$ cat src/rtl/cmp_sort_ctrl.sv
// cmp_sort_ctrl: loads a block of DEPTH words, bubble-sorts it ascending with an external comparator, then drains it
//
// Ports:
//   clk, rst             clock; asynchronous active-high reset
//   in_valid/in_ready    producer handshake; in_ready is high only while loading
//   in_data              word to load
//   out_valid/out_ready  consumer handshake; out_valid is high only while draining
//   out_data             sorted word, smallest first
//   busy                 high while sorting
//   cmp_a/cmp_b          comparator operands, the word at idx and the word after it
//   cmp_agtb             comparator A>B result, valid combinationally in the same cycle
//
// Build option: define CMP_SORT_EARLY_EXIT_EN to end sorting after the first pass that makes no swap.
module cmp_sort_ctrl #(
  parameter int WIDTH = 4,
  parameter int DEPTH = 4
) (
  input  logic             clk,
  input  logic             rst,
  input  logic             in_valid,
  input  logic [WIDTH-1:0] in_data,
  output logic             in_ready,
  output logic             out_valid,
  output logic [WIDTH-1:0] out_data,
  input  logic             out_ready,
  output logic             busy,
  output logic [WIDTH-1:0] cmp_a,
  output logic [WIDTH-1:0] cmp_b,
  input  logic             cmp_agtb
);
  localparam int IDXW = (DEPTH > 2) ? $clog2(DEPTH) : 1;
  localparam logic [IDXW-1:0] LAST_IDX = IDXW'(DEPTH - 2);
  localparam logic [IDXW-1:0] LAST_WORD = IDXW'(DEPTH - 1);
  localparam logic [1:0] LOAD = 2'd0;
  localparam logic [1:0] SORT = 2'd1;
  localparam logic [1:0] DRAIN = 2'd2;
  logic [1:0] state;
  logic [WIDTH-1:0] sortBuf [DEPTH];
  logic [IDXW-1:0] wr, rd, idx, pass, idxNext;
  logic doSwap, lastIdx, doneEarly;
  assign idxNext = idx + 1'b1;
  assign cmp_a = sortBuf[idx];
  assign cmp_b = sortBuf[idxNext];
  assign in_ready = state == LOAD;
  assign out_valid = state == DRAIN;
  assign busy = state == SORT;
  assign out_data = sortBuf[rd];
  // An unknown or low AgtB never swaps, which keeps equal words in load order.
  assign doSwap = busy && cmp_agtb;
  assign lastIdx = idx == LAST_IDX;
`ifdef CMP_SORT_EARLY_EXIT_EN
  logic swapFlag;
  // The pass is clean only if neither an earlier compare nor this final one swapped.
  assign doneEarly = !(swapFlag || doSwap);
  always_ff @(posedge clk or posedge rst)
    if (rst) swapFlag <= 1'b0;
    else if (busy) swapFlag <= lastIdx ? 1'b0 : (swapFlag || doSwap);
`else
  assign doneEarly = 1'b0;
`endif
  always_ff @(posedge clk or posedge rst)
    if (rst) begin
      state <= LOAD;
      wr <= '0;
      rd <= '0;
      idx <= '0;
      pass <= '0;
      for (int i = 0; i < DEPTH; i++) sortBuf[i] <= '0;
    end else begin
      case (state)
        LOAD:
          if (in_valid) begin
            sortBuf[wr] <= in_data;
            wr <= (wr == LAST_WORD) ? '0 : wr + 1'b1;
            if (wr == LAST_WORD) state <= SORT;
          end
        SORT: begin
          if (doSwap) begin
            sortBuf[idx] <= cmp_b;
            sortBuf[idxNext] <= cmp_a;
          end
          idx <= lastIdx ? '0 : idxNext;
          if (lastIdx) begin
            if (pass == LAST_IDX || doneEarly) begin
              state <= DRAIN;
              pass <= '0;
            end else pass <= pass + 1'b1;
          end
        end
        DRAIN:
          if (out_ready) begin
            rd <= (rd == LAST_WORD) ? '0 : rd + 1'b1;
            if (rd == LAST_WORD) state <= LOAD;
          end
        default: state <= LOAD;
      endcase
    end
endmodule

$ cat config.mk
export PLATFORM = sky130hd
export DESIGN_NAME = cmp_sort_ctrl
export DESIGN_NICKNAME = d
export VERILOG_FILES = /design/src/rtl/cmp_sort_ctrl.sv
export SDC_FILE = /design/constraint.sdc
export NUM_CORES = 1
export LEC_CHECK = 0
export CORE_MARGIN = 5
export CORE_UTILIZATION = 40
export DETAILED_ROUTE_END_ITERATION = 12
export GPL_TIMING_DRIVEN = 0
export RECOVER_POWER = 25
export SYNTH_ARGS = -nofsm -noshare
export SYNTH_HDL_FRONTEND = slang
export SYNTH_SLANG_ARGS = --single-unit
$ cat constraint.sdc
create_clock -name clk -period 2.6 [get_ports clk]
set_input_delay 0.65 -clock clk [delete_from_list [all_inputs] [get_ports clk]]
set_output_delay 0.65 -clock clk [all_outputs]
set_load 0.02 [all_outputs]
* Word-level counts from Yosys, hierarchy flattened
Index checks and enable logic that the tools add are counted.
Operators by class: add/subtract/negate cells 4, order comparisons 7, equal/unequal tests 13, multiplexer cells 32, bitwise logic cells 4, reduce and logical (&&, ||, !) cells 11
Operators by type and width (number):
- bitwise mux 16 bit | 3
- 2-to-1 mux 4 bit | 9
- 2-to-1 mux 16 bit | 2
- one-hot mux 16 bit (2 select lines) | 1
- binary-select mux 4 bit (select 2 bit) | 3
- demux 4 bit (select 2 bit) | 3
- 2-to-1 mux 2 bit | 10
- >= comparator 3 bit (second input constant) | 4
- inequality test 2 x 1 -> 1 bit (second input constant) | 6
- inverter 2 -> 3 bit | 4
- equality test 2 bit (second input constant) | 5
- less-than comparator 3 x 1 -> 1 bit (second input constant) | 3
- adder 2 x 1 -> 2 bit (second input constant) | 4
- one-hot mux 2 bit (3 select lines) | 1
- AND reduction 2 bit | 3
- AND reduction 6 bit | 1
- logical AND 1 bit | 4
- AND reduction 3 bit | 1
- equality test 2 x 1 -> 1 bit (second input constant) | 1
- zero test 2 bit | 1
- inequality test 2 bit (second input constant) | 1
- nonzero test 2 bit | 1
Word-level totals: flip-flop bits (word level) 26, output and inout bits 15, word-level logic and storage cells 80

* Longest topological paths before layout
depth after elaboration 9, gate-level depth with buffers 7, gate-level depth less buffers 6

* Least setup slack after synthesis
Ideal clock, no wire load.
path kind register -> output, start reg idx[0], end out cmp_b[0], arrival time 1.649 ns, data required time 1.950 ns, slack 0.301 ns, stages on the path, launching flop included 5, cells stage by stage dfrtp_1 -> buf_6 -> inv_1 -> ha_1 -> mux4_2
Between the ends: longest elaborated chain between the ends 5
RTL lines:
- start: declaration | line 39 | logic [IDXW-1:0] wr, rd, idx, pass, idxNext;
- start signal: assignment | line 82 | idx <= lastIdx ? '0 : idxNext;
- adder 2 x 1 -> 2 bit | line 41 | assign idxNext = idx + 1'b1;
- inverter 2 -> 3 bit (implied by the code) | line 43 | assign cmp_b = sortBuf[idxNext];
- binary-select mux 4 bit (select 2 bit) | line 43
- 2-to-1 mux 4 bit (implied by the code) (2 in series) | line 43
- end: declaration | line 28 | output logic [WIDTH-1:0] cmp_b,
Every way passes these cells. The select of a mux whose other input is x is not followed.

* Final worst setup path
start reg idx[1], end out cmp_b[1]
The elaborated chain is that of the path after synthesis.

==> results by group <==
Cells and area
  • Register area: 654 um2
  • # fillers: 443
  • Area of the multi-input gates: 0.00124 mm2
  • Share of layout cells above drive strength 1: 0.303
  • Area grow syn2layout: 25.2%
  • # diodes: 0
  • Final #Nets: 244

Floorplan
  • Die area: 0.00640 mm2
  • Core footprint: 0.00475 mm2
  • Io pins: 24
  • Initial Utilization: 0.412
  • Std-Cell Rows: 25
  • Die span in y: 80.0 um
  • Die Wd: 80.0 um

Setup path
  • CP peak stage delay: 0.54 ns
  • CP required: 1.95 ns
  • Startpoint types: flip-flop
  • Setup CP Type: flip-flop to output pin
  • Crit path max fanout: 4
  • R2R cell count: 9
  • Crit path buffers/inverters: 3
  • Cell family with most CP delay: multiplexers
  • CP endpoint kind: output pin
  • WP depth: 5
  • Worst path arrival time: 1.92 ns
  • CP Cell Sequence: buf_8 -> clkinvlp_4 -> ha_4 -> mux4_2 -> buf_6
  • Critical path's slowest cell: mux4_2

Synthesis
  • Post-synthesis sequential area ratio: 0.332
  • Post-Synth Simple-Gate Area: 0.179
  • Synth Area in Compound Gates: 0.165
  • Yosys reg bits: 26
  • Multiplexer share of the synthesized area: 0.199
  • Count of different cell masters after synthesis: 33
  • Avg Synthesized Cell Area: 10.8 um2
  • Net count after synthesis: 204
  • Largest family of logic cells by synthesized area: multiplexers
  • Yosys warns: 0
  • Synth Area in Adders: 0.0830
  • Synth Area in XOR/XNOR: 0
  • Synth Cell Area: 0.00196 mm2
  • Cell count after synthesis: 182

STA
  • Final Hold Viols: 0
  • Tmin final: 2.57 ns
  • RSZ-0062 raised after global routing: yes
  • Final setup viols: 0
  • Clock Skew: 0.00429 ns
  • Max frequency: 389 MHz
  • Tcrit/Tclk final: 0.989
  • Final hold slack: 0.521 ns
  • Worst-margin pin slew: 0.987 ns
  • Slew headroom: 0.341
  • Setup tns final: 0 ns
  • Fin. max-slew vios: 0

Routing
  • Vias: 1774
  • WL final: 5630 um
  • Starting DRC count in detailed routing: 228
  • Number of vias per cell: 6.16
  • DRC: 0
  • Pre-Repair DR Iteration Count: 5
  • Routed Antenna Nets: 0
  • Average wire per standard cell: 19.5 um

Global route
  • Total congestion overflow: 0
  • Initial antenna violation count: 0
  • Global-route wire length before repair: 9150 um
  • GRT Overall Usage: 0.186
  • Pin count of the biggest net entering global routing: 27
  • Vias in the first global route: 1721

Power
  • Sequential power share: 0.201
  • Pwr per Cell Area: 1500 mW/mm2
  • Leak: 1.04 nW
  • Design Power: 3.69 mW
  • Clock power share: 0.074
  • Switching power: 1.74 mW
  • Switching Fraction: 0.472
  • Pint: 1.95 mW
  • Combinational share of power: 0.725
  • Max VDD drop: 698 uV

Job
  • # Max-Cap Violations: 0

Hold path
  • Hold/Removal Path Class: flip-flop to flip-flop
  • Hold Path Stages: 1

Clocking
  • Hold Buf Count CTS: 0
  • Number of clock buffers inserted by TritonCTS: 3
  • CTS H-tree depth: 1
  • CTS tree: done
  • CTS root buf: clkbuf_8
  • Clock Latency Late Sink: 0.28 ns
  • Clk slew on worst S/H paths: 0.10 ns
  • Clk sink count: 26
  • CTS max path bufs: 2

Place
  • Hpwl dp: 4000 um
  • Input/output buffers: 23
  • Final GP Congestion: 0.915

Outcome
  • Status: complete, no violations
-- through the flow --
step,std cells,utilization,setup WS (ns),cell area (um2)
5_1_grt,288,0.516,-0.0243,2450
6_report,288,0.516,0.0283,2450
2_1_floorplan,182,-,0.301,1960
4_1_cts,283,0.506,-0.00582,2410
3_3_place_gp,272,0.478,-0.413,2270
3_5_place_dp,272,0.478,-0.486,2270
-- area by class of cell --
cell class              instances  area share
multi-input cells             140       0.506
flip-flops and latches         26       0.267
repair buffers                 37       0.134
well taps                      67      0.0342
clock buffers                   4      0.0224
plain buffers                   6      0.0209
inverters                       8      0.0158
-- cells by family (layout without fill, tap and decap cells) --
| group | Yosys count | after routing |
|---|---|---|
| multiplexers | 22 | 22 |
| AO/OA/AOI/OAI | 37 | 37 |
| AND/OR/NAND/NOR | 68 | 68 |
| buffers and inverters | 16 | 55 |
| adder cells (fa/ha/maj) | 13 | 13 |
| flip-flops | 26 | 26 |
-- flip-flops by register name, indices dropped and copies added (netlist names) --
signal,flops
sortBuf,16
idx,2
pass,2
rd,2
state,2
wr,2
-- cells in the mapped netlist --
library cell	n	share of area
nand2_1	25	0.048
a21oi_1	1	0.0026
a211oi_2	1	0.0064
nor2_1	10	0.019
buf_1	2	0.0038
buf_2	3	0.0077
nand3b_1	2	0.0077
nor4bb_1	2	0.010
and2_1	1	0.0032
a21o_1	3	0.011
buf_6	2	0.011
a22o_1	2	0.0089
a32oi_1	8	0.036
ha_1	13	0.083
mux2i_2	1	0.0070
o21ai_0	6	0.015
inv_1	7	0.013
nand2b_4	1	0.0070
nor4b_1	2	0.0089
mux4_2	11	0.13
nand3_1	17	0.043
a31oi_1	8	0.026
buf_4	1	0.0038
mux4_1	1	0.013
nor2b_1	3	0.0096
inv_2	1	0.0019
nor3_1	3	0.0077
nor4_4	1	0.011
nor3b_1	1	0.0038
mux2_2	9	0.052
dfrtp_1	26	0.33
a2111oi_4	2	0.028
a22o_2	6	0.031
-- layout by cell type, fill, tap and decap left out, drive strengths merged, types with 2 or more instances in the layout --
cell type       n
nor3            3
nor2b           3
ha             13
clkinvlp        2
nor4bb          2
mux4           12
mux2            9
nor4b           2
a22o            8
nand2          25
a32oi           8
clkbuf          5
a2111oi         2
nand3          17
dlygate4sd2     4
buf            23
a31oi           8
a21o            3
nand3b          2
o21ai           6
clkdlybuf4s50  14
nor2           10
dfrtp          26
inv             5
-- power by group through the flow --
stage / clock network [mW] / logic (mW) / registers, mW
floorplan: 0 / 1.68 / 0.689
global route: 0.294 / 2.85 / 0.761
finish: 0.274 / 2.68 / 0.740
CTS: 0.273 / 2.56 / 0.736
detailed placement: 0 / 2.42 / 0.753
global placement: 0 / 2.38 / 0.731
-- layer usage --
| metal | global-route usage | up-vias | wire, um | share of wire |
|---|---|---|---|---|
| met4 | 0.0709 | 0 | 187 | 0.033 |
| met2 | 0.298 | 111 | 2580 | 0.46 |
| met1 | 0.249 | 863 | 2440 | 0.43 |
| met3 | 0.0327 | 27 | 428 | 0.076 |
| met5 | 0 | - | 0 | 0 |
| li1 | - | 773 | - | - |
-- repair_timing --
action / 4_1_cts / 5_1_grt
endpoints found under the setup margin: 11 / 6
buffers inserted: 9 / 5
resized for setup: 30 / 6
pin swaps: 1 / 1
-- worst paths after layout --
path                            slack (ns)     from         end
worst max-delay path                  0.03   idx[1]    cmp_b[1]
worst min-delay path                  0.52  pass[0]     pass[0]
worst max register to register        0.16   idx[1]  sortBuf[4]
worst min register to register        0.52  pass[0]     pass[0]
max in group asynchronous             1.03      rst      idx[0]
min in group asynchronous             0.91      rst  sortBuf[6]
(Power assumes the default switching activity.)
==> patch: new RTL, same settings <==
Add a define of `CMP_SORT_EARLY_EXIT_EN`.
--- a/src/rtl/cmp_sort_ctrl.sv
+++ b/src/rtl/cmp_sort_ctrl.sv
@@ -13,2 +13,4 @@
 // Build option: define CMP_SORT_EARLY_EXIT_EN to end sorting after the first pass that makes no swap.
+`define CMP_SORT_EARLY_EXIT_EN
+
 module cmp_sort_ctrl #(
Check against the original RTL: not equivalent (a bounded check fails within 10 cycles, from zero or initial values and one cycle with rst high).
==> patch against the unedited design <==
- wire length down 1.7%
- synthesized area up 0.89%
- via count down 6.8%
- first-iteration DRC count down 25%
- worst setup slack better by 33 ps
- final area down 1.9%
- power up 0.79%
- combinational power down 2%
- sequential share of layout area up 1.6 points
- synthesized cell count up 1.1%
- sequential cell count up 1
- register-to-register slack better by 200 ps
- count of clock-buffer cells in the layout down 1
- largest power group unchanged
==> patch: results (changes against the unedited design) <==
ClkCell Share: 0.0203 (-0.00217)
total core area: 4750 sq um (unchanged)
post-synthesis cell count: 184 (+1.1%)
total global-route track usage: 0.186 (about the same)
sequential cell area share: 0.282 (+0.0155)
Primary FF master, synth: dfrtp_1
DRT Wirelength: 5530 um (-1.7%)
H-tree depth: 1 (unchanged)
cell family with most CP delay: multiplexers
Seq/Total Area, Yosys: 0.342 (+0.00972)
sequential cell power: 0.000832 W (+12%)
layout cells sized above 1: 0.256 (-0.0475)
crit path max fanout: 5 (+1)
Worst Max-Slew Pin Slew: 1090 ps (+104 ps)
Synth Area in XOR/XNOR: 0 (unchanged)
outcome: complete, no violations
post-layout power: 0.00372 W (+0.79%)
non-filler cells, final: 286 (-0.69%)
peak supply drop: 0.548 mV (-21%)
number of global-route vias before repair: 1800 (+4.6%)
placed insts: 274 (+0.74%)
skew final: 2.06 ps (-2.23 ps)
area of placed instances: 2290 sq um (+0.77%)
mux contribution to synthesized area: 0.212 (+0.0134)
Int Power: 0.00194 W (-0.18%)
synthesized-area fraction occupied by adder cells: 0.0823 (-0.000736)
drt first pass iters: 5 (unchanged)
post-synthesis compound-gate area fraction: 0.186 (+0.0213)
initial drt markers: 170 (-25%)
register bit total from synthesis: 27 (+3.8%)
synth top area cells: dfrtp_1 (34%), mux4_2 (13%), ha_1 (8.2%)
post-CTS sizing: 21 (-30%)
largest net degree at the start of global routing: 28 (+3.7%)
area of the multi-input gates: 1230 sq um (-0.81%)
synth cell count leaders: nand2_1 (32), dfrtp_1 (27), ha_1 (13), mux4_2 (11), inv_1 (10)
Fillers: 443 (unchanged)
Nets: 242 (-0.82%)
first-pass GRT wire length: 9100 um (-0.52%)
Power Density: 1540 nW/um^2 (+2.7%)
gpl congestion: 0.834 (-8.8%)
Post-Place Setup Slack: -650 ps (-164 ps)
Clk network pwr share: 0.070 (-0.004)
Port Buf Inserts: 23 (unchanged)
Worst EP arrival: 1890 ps (-30 ps)
Pleak: 1.05 nW (+0.46%)
Post-Syn Nets: 206 (+0.98%)
max reg flops: 16 (unchanged)
Netlist cell types: 40 (+21%)
TritonCTS buffer count: 3 (unchanged)
multi-input gate count: 140 (unchanged)
Detail Placement HPWL: 4000 um (about the same)
NonClk Buf Share: 0.134 (-0.0209)
Worst path max stage delay: 530 ps
buffers outside the clock class: 38 (-12%)
number of non-clock inverters: 10 (+2)
setup bufs post-CTS: 6 (-3)
clock tree buffer depth: 2 (unchanged)
via count: 1654 (-6.8%)
-- patch: routing by layer --
layer	vias to the layer above	GRT usage	wire, um	share of wire
met5	-	0	0	0
met4	0	0.103	218	0.039
met3	19	0.0415	388	0.070
met2	70	0.303	2700	0.49
met1	801	0.227	2230	0.40
li1	764	-	-	-
-- patch: path summary, 6_finish.rpt --
path | startpoint | endpoint | slack (ps) | cells past startpoint
max | idx[0]$_DFFE_PP0N_ | cmp_b[3] | 60 | 5
min in group asynchronous | rst | pass[1]$_DFFE_PP0P_ | 1070 | 2
min reg2reg | pass[1]$_DFFE_PP0P_ | pass[1]$_DFFE_PP0P_ | 540 | 2
max reg2reg | idx[0]$_DFFE_PP0N_ | sortBuf[7]$_DFFE_PP0P_ | 360 | 9
min | pass[1]$_DFFE_PP0P_ | pass[1]$_DFFE_PP0P_ | 540 | 2
max in group asynchronous | rst | idx[1]$_DFFE_PP0N_ | 800 | 2
